### src/rtl/mult_taint_pkg.sv
// Shared definitions for the taint-tracking shift-add multiplier datapath.
// Provides register-width helpers, the running-sum operation encoding and
// the priority decoder that selects one running-sum operation per cycle.
package mult_taint_pkg;

  // Running sum keeps one extra bit above the product for the adder carry.
  function automatic int rs_w(input int w);
    return 2 * w + 1;
  endfunction

  function automatic int prod_w(input int w);
    return 2 * w;
  endfunction

  localparam logic [1:0] RS_HOLD = 2'd0;
  localparam logic [1:0] RS_CLR  = 2'd1;
  localparam logic [1:0] RS_ADD  = 2'd2;
  localparam logic [1:0] RS_SHR  = 2'd3;

  // Only one running-sum action per cycle: clear beats add beats shift.
  function automatic logic [1:0] rs_op_decode(input logic clr, input logic ld, input logic shr);
    logic [1:0] op;
    op = RS_HOLD;
    if (clr)      op = RS_CLR;
    else if (ld)  op = RS_ADD;
    else if (shr) op = RS_SHR;
    return op;
  endfunction

endpackage

### src/rtl/taint_word_reg.sv
// Word register with a single taint bit, used for the multiplicand and multiplier.
// Ports: clk/rst (async active-low), i_load/i_load_t strobe and its taint,
//        i_d/i_d_t data and its taint, o_q/o_q_t stored value and taint.
module taint_word_reg #(
  parameter int W = 4
) (
  input  logic         clk,
  input  logic         rst,
  input  logic         i_load,
  input  logic         i_load_t,
  input  logic [W-1:0] i_d,
  input  logic         i_d_t,
  output logic [W-1:0] o_q,
  output logic         o_q_t
);

  logic [W-1:0] r_q;
  logic         r_q_t;

  always_ff @(posedge clk or negedge rst) begin
    if (!rst) begin
      r_q   <= '0;
      r_q_t <= 1'b0;
    end else begin
      if (i_load) r_q <= i_d;
      // A tainted strobe taints the word whether or not it fired; only a
      // clean load can lower the taint.
      if (i_load_t)    r_q_t <= 1'b1;
      else if (i_load) r_q_t <= i_d_t;
    end
  end

  assign o_q   = r_q;
  assign o_q_t = r_q_t;

endmodule

### src/rtl/multiplier_datapath_taint_track_word.sv
// Shift-add multiplier datapath: MD/MR operand registers, running sum RS and
// captured product, each with a word-level taint bit.
// Ports: control strobes (mdld, mrld, rsclear, rsload, rsshr, productDone) with
//        taints; operands in; multiplierReg back to control; product/valid out.
module multiplier_datapath_taint_track_word
  import mult_taint_pkg::*;
#(
  parameter int WIDTH = 4
) (
  input  logic                 clk,
  input  logic                 rst,
  input  logic [WIDTH-1:0]     multiplicand_in,
  input  logic                 multiplicand_in_t,
  input  logic [WIDTH-1:0]     multiplier_in,
  input  logic                 multiplier_in_t,
  input  logic                 mdld,
  input  logic                 mdld_t,
  input  logic                 mrld,
  input  logic                 mrld_t,
  input  logic                 rsclear,
  input  logic                 rsclear_t,
  input  logic                 rsload,
  input  logic                 rsload_t,
  input  logic                 rsshr,
  input  logic                 rsshr_t,
  input  logic                 productDone,
  input  logic                 productDone_t,
  output logic [WIDTH-1:0]     multiplierReg,
  output logic                 multiplierReg_t,
  output logic [2*WIDTH-1:0]   product,
  output logic                 product_t,
  output logic                 product_valid,
  output logic                 product_valid_t
);

  localparam int RSW = rs_w(WIDTH);
  localparam int PW  = prod_w(WIDTH);

  logic [WIDTH-1:0] w_md;
  logic             w_md_t;

  taint_word_reg #(.W(WIDTH)) u_md (
    .clk      (clk),
    .rst      (rst),
    .i_load   (mdld),
    .i_load_t (mdld_t),
    .i_d      (multiplicand_in),
    .i_d_t    (multiplicand_in_t),
    .o_q      (w_md),
    .o_q_t    (w_md_t)
  );

  taint_word_reg #(.W(WIDTH)) u_mr (
    .clk      (clk),
    .rst      (rst),
    .i_load   (mrld),
    .i_load_t (mrld_t),
    .i_d      (multiplier_in),
    .i_d_t    (multiplier_in_t),
    .o_q      (multiplierReg),
    .o_q_t    (multiplierReg_t)
  );

  logic [RSW-1:0]   r_rs;
  logic             r_rs_t;
  logic [RSW-1:0]   w_rs_nxt;
  logic             w_rs_t_nxt;
  logic [1:0]       w_rs_op;
  logic [WIDTH:0]   w_sum;
  logic [PW-1:0]    w_rs_shr_prod;

  logic [PW-1:0]    r_product;
  logic             r_product_t;
  logic             r_product_valid;
  logic             r_product_valid_t;

  // Add uses RS[2W-1:W] only; a stale carry in RS[2W] is overwritten.
  assign w_sum         = {1'b0, r_rs[PW-1:WIDTH]} + {1'b0, w_md};
  // Product view of RS after a right shift, for capture on the final shift.
  assign w_rs_shr_prod = r_rs[PW:1];

  always_comb begin
    w_rs_op    = rs_op_decode(rsclear, rsload, rsshr);
    w_rs_nxt   = r_rs;
    w_rs_t_nxt = r_rs_t;
    case (w_rs_op)
      RS_CLR: begin
        w_rs_nxt   = '0;
        w_rs_t_nxt = 1'b0;
      end
      RS_ADD: begin
        w_rs_nxt   = {w_sum, r_rs[WIDTH-1:0]};
        w_rs_t_nxt = r_rs_t | w_md_t;
      end
      RS_SHR: begin
        w_rs_nxt   = {1'b0, r_rs[RSW-1:1]};
      end
      default: ;
    endcase
    // Any tainted strobe, even one that lost priority or did not fire,
    // contaminates the running sum.
    w_rs_t_nxt = w_rs_t_nxt | rsclear_t | rsload_t | rsshr_t;
  end

  always_ff @(posedge clk or negedge rst) begin
    if (!rst) begin
      r_rs   <= '0;
      r_rs_t <= 1'b0;
    end else begin
      r_rs   <= w_rs_nxt;
      r_rs_t <= w_rs_t_nxt;
    end
  end

  always_ff @(posedge clk or negedge rst) begin
    if (!rst) begin
      r_product         <= '0;
      r_product_t       <= 1'b0;
      r_product_valid   <= 1'b0;
      r_product_valid_t <= 1'b0;
    end else begin
      // Capture takes precedence over the valid clear if both arrive together.
      if (productDone) begin
        r_product       <= rsshr ? w_rs_shr_prod : r_rs[PW-1:0];
        r_product_valid <= 1'b1;
      end else if (mdld || rsclear) begin
        r_product_valid <= 1'b0;
      end
      if (productDone_t) begin
        r_product_t       <= 1'b1;
        r_product_valid_t <= 1'b1;
      end else if (productDone) begin
        r_product_t       <= r_rs_t | rsshr_t;
        r_product_valid_t <= 1'b0;
      end
    end
  end

  assign product         = r_product;
  assign product_t       = r_product_t;
  assign product_valid   = r_product_valid;
  assign product_valid_t = r_product_valid_t;

endmodule

### config.mk
export PLATFORM = sky130hd
export DESIGN_NAME = multiplier_datapath_taint_track_word
export DESIGN_NICKNAME = d
export VERILOG_FILES = /design/src/rtl/mult_taint_pkg.sv /design/src/rtl/taint_word_reg.sv /design/src/rtl/multiplier_datapath_taint_track_word.sv
export SDC_FILE = /design/constraint.sdc
export NUM_CORES = 1
export LEC_CHECK = 0
export CAP_MARGIN = 20
export CORE_MARGIN = 5
export CORE_UTILIZATION = 40
export DETAILED_ROUTE_END_ITERATION = 12
export GPL_TIMING_DRIVEN = 0
export PLACE_DENSITY = 0.68
export SETUP_SLACK_MARGIN = 0.4
export SLEW_MARGIN = 0
export SYNTH_ARGS = -nofsm -noshare
export SYNTH_HDL_FRONTEND = slang
export SYNTH_SLANG_ARGS = --single-unit
export TNS_END_PERCENT = 1
### constraint.sdc
create_clock -name clk -period 4 [get_ports clk]
set_input_delay 0.6 -clock clk [delete_from_list [all_inputs] [get_ports clk]]
set_output_delay 0.6 -clock clk [all_outputs]
set_load 0.01 [all_outputs]
After elaboration in Yosys (flattened, before gate mapping)
Index checks and enable logic that the tools add are counted.
{"block": "totals", "ff_bits": 31, "latch_bits": 0, "ramBits": 0, "mem_bits_ro": 0, "inputBits": 24, "word_cells": 45, "mem_count": 0}
{"block": "classes", "add_sub_neg": 1, "n_mul": 0, "div_mod_pow": 0, "n_lt_le_gt_ge": 0, "n_eq_ne": 3, "shift": 0, "mux": 16, "bitwise": 6, "n_reduce_logical": 8}
{"cell": "one-hot mux 9 bit (3 select lines)", "n": 1}
{"cell": "two-way mux 1 bit", "n": 10}
{"cell": "nonzero test 2 bit", "n": 5}
{"cell": "two-way mux 8 bit", "n": 1}
{"cell": "two-way mux 2 bit", "n": 3}
{"cell": "adder 4 x 4 -> 5 bit", "n": 1}
{"cell": "OR 1 bit", "n": 5}
{"cell": "equality test 2 bit (second input constant)", "n": 2}
{"cell": "nonzero test 3 bit", "n": 1}
{"cell": "equality test 2 x 1 -> 1 bit (second input constant)", "n": 1}
{"cell": "one-hot mux 1 bit (2 select lines)", "n": 1}
{"cell": "AND reduction 2 bit", "n": 1}
{"cell": "logical OR 1 bit", "n": 1}
{"cell": "NOT 1 bit", "n": 1}

Longest topological paths before layout
Gate-level depths: netlist (run 1).
{"block": "depth", "depth_word": 8, "ltp_mapped": 9, "depth_no_buf": 8}

Hierarchy
A second synthesis (run 1) with hierarchy kept.
{"block": "unflattened", "hier_cells": 138, "area_unflattened_um2": 1480.2}
{"module": "multiplier_datapath_taint_track_word", "n_inst": 1, "cells_each": 116, "area_each_um2": 1109.8}
{"module": "taint_word_reg", "n_inst": 2, "cells_each": 11, "area_each_um2": 185.2}

Worst setup path before layout (run 1)
No wires, ideal clock.
{"block": "synth_timing", "path_type": "input-to-reg", "startpoint": "input port rsshr", "endpoint": "register r_rs_t", "arrival_ns": 1.943, "required_ns": 3.861, "setup_slack_ns": 1.918, "stages": 7, "n_path_buf": 1, "cell_sequence": "buf_2 -> a21oi_4 -> inv_1 -> ha_1 -> a21oi_1 -> a21oi_1 -> or4_1"}
{"block": "synth_between", "elab_chain_cells": 8}
{"element": "from (decl)", "line_no": "multiplier_datapath_taint_track_word.sv:24", "rtl": "input logic rsshr,"}
{"element": "two-way mux 2 bit *", "line_no": "mult_taint_pkg.sv:26", "rtl": "else if (shr) op = RS_SHR;"}
{"element": "two-way mux 2 bit *", "line_no": "mult_taint_pkg.sv:25", "rtl": "else if (ld) op = RS_ADD;"}
{"element": "two-way mux 2 bit *", "line_no": "mult_taint_pkg.sv:24", "rtl": "if (clr) op = RS_CLR;"}
{"element": "equality test 2 bit or equality test 2 x 1 -> 1 bit (tied branches)", "line_no": "multiplier_datapath_taint_track_word.sv:86", "rtl": "case (w_rs_op)"}
{"element": "one-hot mux 1 bit (2 select lines) *", "line_no": "multiplier_datapath_taint_track_word.sv:86"}
{"element": "OR 1 bit * (3 in a row)", "line_no": "multiplier_datapath_taint_track_word.sv:102", "rtl": "w_rs_t_nxt = w_rs_t_nxt | rsclear_t | rsload_t | rsshr_t;"}
{"element": "named net w_rs_t_nxt", "line_no": "multiplier_datapath_taint_track_word.sv:67", "rtl": "logic w_rs_t_nxt;"}
{"element": "to (signal assigned)", "line_no": "multiplier_datapath_taint_track_word.sv:111", "rtl": "r_rs_t <= w_rs_t_nxt;"}
{"element": "to (decl)", "line_no": "multiplier_datapath_taint_track_word.sv:65", "rtl": "logic r_rs_t;"}
The timed path passes the listed nets; every way through them passes the cells marked *.
A chain may end at the register's enable or synchronous reset.

Worst setup path after layout (run 1)
{"block": "layout_timing", "startpoint": "input port rsload", "endpoint": "register r_rs_t"}
{"block": "layout_between", "elab_chain_cells": 7}
{"element": "from (decl)", "line_no": "multiplier_datapath_taint_track_word.sv:22", "rtl": "input logic rsload,"}
{"element": "two-way mux 2 bit *", "line_no": "mult_taint_pkg.sv:25"}
{"element": "two-way mux 2 bit *", "line_no": "mult_taint_pkg.sv:24"}
{"element": "equality test 2 bit or equality test 2 x 1 -> 1 bit (tied branches)", "line_no": "multiplier_datapath_taint_track_word.sv:86"}
{"element": "one-hot mux 1 bit (2 select lines) *", "line_no": "multiplier_datapath_taint_track_word.sv:86"}
{"element": "OR 1 bit * (3 in a row)", "line_no": "multiplier_datapath_taint_track_word.sv:102"}
{"element": "named net w_rs_t_nxt", "line_no": "multiplier_datapath_taint_track_word.sv:67"}
Marks and branches as above.

==> metrics.md, run 1 <==
| Metric | Value |
|---|---|
| Kind of end point of the critical path | `flip-flop` |
| Inserted Clock Buffers | `5` |
| Yosys warnings | `0` |
| Total gr overflow | `0` |
| First drt pass iteration count | `4` |
| Main combinational cell family by area after synthesis | `compound AO/OA/AOI/OAI gates` |
| Initial antenna violation count | `0` |
| Largest net degree at the start of global routing | `21` |
| Sequential area share after synthesis | `52.3%` |
| Clock sinks | `31` |
| Slew Limit Fails | `0` |
| Cells after Synth | `140` |
| Yosys top cell area share | `52.3%` |
| Routed wl met3 | `215 µm` |
| Gr usage total | `13.2%` |
| Synthesized Nets | `172` |
| Area of the die | `5020 µm²` |
| Critical path fanouts, max | `11` |
| Hold Buf Count CTS | `0` |
| Commonest cells in the netlist | `dfrtp_1 (31), nand2_1 (17), nor2_1 (13)` |
| FMAX | `447 MHz` |
| Unrepaired setup endpoints after global routing | `no` |
| Number of buffers added for setup after CTS | `0` |
| Vias | `1127` |
| Post-synth EDFFs | `0` |
| Post-synthesis xor/xnor area fraction | `0.591%` |
| Complex-gate fraction of the synthesized area | `14.3%` |
| ANT cells | `0` |
| Leakage | `0.865 nW` |
| Layout Area Growth over Synthesis | `36.1%` |
| Async S/R FF share, synth | `100%` |
| M1 WL | `1350 µm` |
| Clk_skew | `0.00415 ns` |
| Vias in the first global route | `1183` |
| Layout cells sized above 1 | `12.0%` |
| Final Hold Viols | `0` |
| Synth area leaders | `dfrtp_1 (52%), ha_1 (5.9%), mux2i_1 (5.4%)` |
| Mux cell area share after synthesis | `10.7%` |
| H-tree depth | `2` |
| Worst-Margin Slew | `0.656 ns` |
| Core area | `3630 µm²` |
| Fin nets | `216` |
| Final Critical Period | `2.24 ns` |
| First-pass GRT wire length | `5230 µm` |
| Met2 Wirelength | `1270 µm` |
| Clock transition at the registers of the reported paths | `0.05 ns` |
| Data arrival, critical path | `2.38 ns` |
| # fillers | `339` |
| IO Port Bufs | `36` |
| Crit. Startpoint | `rsload` |
| Wirelength, routed | `2880 µm` |
| CTS tree | `done` |
| Synth Register Bits | `31` |
| Mapped Area | `1480 µm²` |
| Worst hold slack | `0.475 ns` |
| Worst path required time | `4.14 ns` |
| Final setup vio count | `0` |
| Wirelength per Cell | `12.4 µm` |
| Pwr/cell area | `369 nW/µm²` |
| Design area | `2020 µm²` |
| Highest Signal Layer | `met4` |
| Cell Rows | `22` |
| # IOs | `40` |
| DRC violations left | `0` |
| Hpwl dp | `2280 µm` |
| Die height | `70.9 µm` |
| Final ANT Viol Nets | `0` |
| Synthesized-area fraction occupied by adder cells | `7.26%` |
| Crit path to | `r_rs_t` |
| Power, Total | `744 µW` |
| CTS Root Cell | `clkbuf_8` |
| Vias per std cell | `4.86` |
| Area of the multi-input gates | `644 µm²` |
| Final setup TNS | `0 ns` |
| Hold WC Path Type | `flip-flop to flip-flop` |
| CP Launch Type | `primary input` |
| Slew margin rel. | `56.1%` |
| Max Cap Viol | `0` |
| Die width | `70.9 µm` |
| RR Startpoint | `r_rs[4]` |
| Leading cell type by number of instances after synthesis | `dfrtp_1` |
| Hold Path Stages | `1` |
| Post-DP Area | `1930 µm²` |
| Post-Synth Simple-Gate Area | `10.5%` |
| Main synth FF type | `dfrtp_1` |
| Synthesized area per cell | `10.6 µm²` |
| Number of gates resized after cts | `0` |
| Clock buffer depth | `2` |
| Outcome | `finished clean` |
| Biggest area consumer among synthesized cells | `dfrtp_1` |
| R2r endpoint | `r_rs[6]` |
| Reg2reg path depth | `6` |
| Setup Crit Path Kind | `primary input to flip-flop` |
| Clock Latency Late Sink | `0.28 ns` |
| DRT iter0 DRCs | `44` |
| Tcrit/Tclk final | `55.9%` |
| Library cells used by synthesis | `31` |
| Starting Density | `40.8%` |
| Reg-to-reg slack, setup | `2.35 ns` |
| GPL Wtd Cong | `0.869` |
| FF/Latch Area | `776 µm²` |
| VDD IR max | `213 µV` |
-- metrics by stage --
step,std cells,setup WS [ns],utilization [%]
after floorplan,140,1.92,-
after global placement,224,1.49,52.4
after detailed placement,225,1.47,53.1
after CTS,232,1.77,55.5
after global routing,232,1.56,55.5
final,232,1.76,55.5
-- logic make-up (layout without fill, tap and decap cells) --
kind of cell,Yosys count,in the layout
simple gates,37,37
mux,15,15
buf+inv,15,59
fa+ha+maj,8,8
flops,31,31
compound gates,33,33
xor+xnor,1,1
-- sequential cells by signal (all words and copies together) (netlist names) --
name             flops
r_rs_t               1
u_mr.o_q             4
product_valid_t      1
u_md.o_q             4
r_rs                 9
u_md.o_q_t           1
product_t            1
u_mr.o_q_t           1
product_valid        1
product              8
-- area by class of cell --
cell class                      count  share of cell area (%)
Buffer                              6                    1.43
Multi-Input combinational cell     94                    31.9
Inverter                            9                    1.67
Timing Repair Buffer               37                    19.2
Clock inverter                      1                   0.248
Tap cell                           48                    2.98
Clock buffer                        6                    4.09
Sequential cell                    31                    38.4
-- report_power, final --
part           switching (mW)  leakage, nW  internal, mW
clock network           0.107       0.0470         0.135
logic                  0.0648        0.443        0.0815
registers              0.0177        0.375         0.339
-- placed cells by master, fill, tap and decap left out, types with 2 or more instances in the layout --
master	instances
buf_2	2
a21oi_1	12
nor2_1	13
ha_1	7
clkdlybuf4s50_1	36
mux2_2	7
inv_1	8
nor2b_1	3
nand2_1	17
clkbuf_8	6
a211o_1	2
dfrtp_1	31
clkbuf_1	3
o21ai_0	9
mux2i_1	8
-- critical path: stages --
cell and delay, ns:
clkdlybuf4s50_1 0.47, inv_1 0.07, a21oi_4 0.26, inv_1 0.07, ha_1 0.31, a21oi_1 0.14, a21oi_1 0.05, or4_1 0.40
-- worst min-delay path by stage --
stage / startpoint / to / slack, ns
CTS: product_valid_t / product_valid_t / 0.48
finish: product_valid_t / product_valid_t / 0.47
global placement: product_valid_t / product_valid_t / 0.47
global route: product_valid / product_valid / 0.51
detailed placement: product_valid / product_valid / 0.46
floorplan: rst / product[0] / 0.30
-- layer usage --
layer	vias to the layer above	track usage [%]
li1	562	-
met5	-	0
met2	38	20.3
met1	521	16.6
met3	6	5.26
met4	0	5.64
Note: power is estimated with default switching activity, not from simulation.
==> inputs of run 2 (changes only) <==
clock period = 2.1 ns   (was 4 ns; I/O delays follow)
==> run 2 against run 1 <==
- clock power increased by 150%
- core utilization increased by 1.3 points
- count of clock-buffer cells in the layout stayed put
- clock skew grew 0.0019 ns
- total power increased by 110%
- critical endpoint is now r_rs[6]
- largest cell class unchanged
==> metrics.md, run 2 (same netlist as run 1, synthesis figures left out) <==
| Metric | Value |
|---|---|
| Vias | `1147` |
| # IOs | `40` |
| Final Hold Viols | `0` |
| VDD IR max | `450 µV` |
| Final ANT Viol Nets | `0` |
| Hold Buf Count CTS | `0` |
| Final setup TNS | `0 ns` |
| Leakage | `0.895 nW` |
| Gr usage total | `13.4%` |
| Combinational power share | `18.4%` |
| Final std cells w/o fill | `236` |
| Area of the die | `5020 µm²` |
| FMAX | `612 MHz` |
| P_sw | `374 µW` |
| Crit path buf inv count | `1` |
| CTS tree | `done` |
| Die width | `70.9 µm` |
| First drt pass iteration count | `4` |
| Clk pwr share | `38.0%` |
| Clk_skew | `0.00608 ns` |
| # fillers | `329` |
| Largest net degree at the start of global routing | `20` |
| Pwr/cell area | `756 nW/µm²` |
| CTS Root Cell | `clkbuf_8` |
| H-tree depth | `2` |
| Setup Crit Path Kind | `flip-flop to flip-flop` |
| CP cell instances | `ha_1, inv_1, fa_1, xnor2_1, a221oi_1, a21oi_1` |
| Critical path fanouts, max | `4` |
| Area of the multi-input gates | `644 µm²` |
| Fin nets | `219` |
| Setup ws final | `0.465 ns` |
| Unrepaired setup endpoints after global routing | `yes` |
| Data arrival, critical path | `1.79 ns` |
| Kind of end point of the critical path | `flip-flop` |
| Worst-Margin Slew | `0.885 ns` |
| Slew margin rel. | `40.8%` |
| Slew Limit Fails | `0` |
| Wirelength, routed | `3110 µm` |
| Outcome | `finished clean` |
| Final setup vio count | `0` |
| Worst path required time | `2.26 ns` |
| Wirelength per Cell | `13.2 µm` |
| CP max-delay cell | `dfrtp_1` |
| Vias per std cell | `4.86` |
| Initial antenna violation count | `0` |
| DRT iter0 DRCs | `27` |
| M1 GR Usage | `14.7%` |
| Largest Register | `r_rs` |
| Layout cells sized above 1 | `14.4%` |
| Commonest non-fill, non-tap cell in the layout | `clkdlybuf4s50_1` |
| Worst hold slack | `0.309 ns` |
| CP top delay family | `adder cells` |
| Die height | `70.9 µm` |
| First-pass GRT wire length | `5260 µm` |
| Tcrit/Tclk final | `77.8%` |
| Clock transition at the registers of the reported paths | `0.06 ns` |
| Clock sinks | `31` |
| Clock buffer depth | `2` |
| Switching Share | `24.0%` |
| Layout Area Growth over Synthesis | `39.4%` |
| Inserted Clock Buffers | `5` |
| FF/Latch Area | `777 µm²` |
| CP Launch Type | `flip-flop` |
| Total gr overflow | `0` |
| Cell Rows | `22` |
| Final Critical Period | `1.63 ns` |
| ANT cells | `0` |
| Starting Density | `40.8%` |
| Vias in the first global route | `1204` |
| Design area | `2070 µm²` |
| Core area | `3630 µm²` |
| Internal | `1.19 mW` |
| Pre-CTS WS | `-0.108 ns` |
| Most frequent cells in the layout | `clkdlybuf4s50_1 (34), dfrtp_1 (30), nand2_1 (17)` |
| Slowest stage delay, CP | `0.40 ns` |
| Clock Latency Late Sink | `0.28 ns` |
| Met3 usage | `3.41%` |
| Post-DP Area | `1930 µm²` |
| IO Port Bufs | `36` |
| Power, Total | `1.56 mW` |
| Placed cell count | `225` |
| Max reg flops | `9` |
| Routing usage on met2 | `23.5%` |
| Hpwl dp | `2380 µm` |
| Max Cap Viol | `0` |
| Hold WC Path Type | `primary input to flip-flop` |
| Sequential Power Share | `43.6%` |
| GPL Wtd Cong | `0.794` |
| Final core occ | `56.9%` |
| Grt peak-use layer | `met2` |
| DRC violations left | `0` |
run 2: cell types whose count changed in the layout (fill, tap and decap cells not counted), moves of 2 or more:
cell / change
buf_4: +3
buf_8: +2
clkdlybuf4s50_1: -2
dlygate4sd2_1: +2
run 2: repair_timing:
item / CTS / global route
pin swaps: 1 / 0
setup buffers: 2 / 1
endpoints found under the hold margin: 0 / 0
gates resized for setup: 2 / 2
setup endpoints to repair: 5 / 3
run 2: worst paths after layout:
kind                          startpoint             to  slack, ns  cells past startpoint
max reg2reg                      r_rs[4]        r_rs[6]       0.47                      6
max                              r_rs[4]        r_rs[6]       0.47                      6
max in group asynchronous            rst        r_rs[5]       0.97                      2
min reg2reg                product_valid  product_valid       0.48                      2
min in group asynchronous            rst     product[6]       0.53                      1
min                          productDone  product_valid       0.31                      3
run 2: cell type report:
cell class                 instances  area share, %
buffer                             6           1.88
clock buffer                       6           4.00
clock inverter                     2           1.69
inverter                           9           1.63
multi-input combinational         94           31.2
sequential                        31           37.6
tap                               48           2.91
timing repair buffer              40           19.1
run 2: power groups by stage:
stage / Sequential [mW] / Combinational, mW / Clock [mW]
floorplan: 0.697 / 0.132 / 0
global placement: 0.688 / 0.271 / 0
detailed placement: 0.692 / 0.282 / 0
CTS: 0.682 / 0.286 / 0.611
global route: 0.688 / 0.317 / 0.640
finish: 0.681 / 0.287 / 0.594
run 2: worst register-to-register path, delay by kind of cell, from the launching register on:
| family | cells | cell delay (ns) |
|---|---|---|
| AOI/OAI and AO/OA | 2 | 0.31 |
| adders and majority gates | 2 | 0.60 |
| xor gates and xnor gates | 1 | 0.15 |
| DFF | 1 | 0.40 |
| buffers and inverters | 1 | 0.06 |
run 2: layer usage:
layer  vias to the layer above  part of all wire, %
li1                        568                    -
met1                       542                   41
met2                        30                   51
met3                         7                  5.5
met4                         0                  2.4
met5                         -                    0
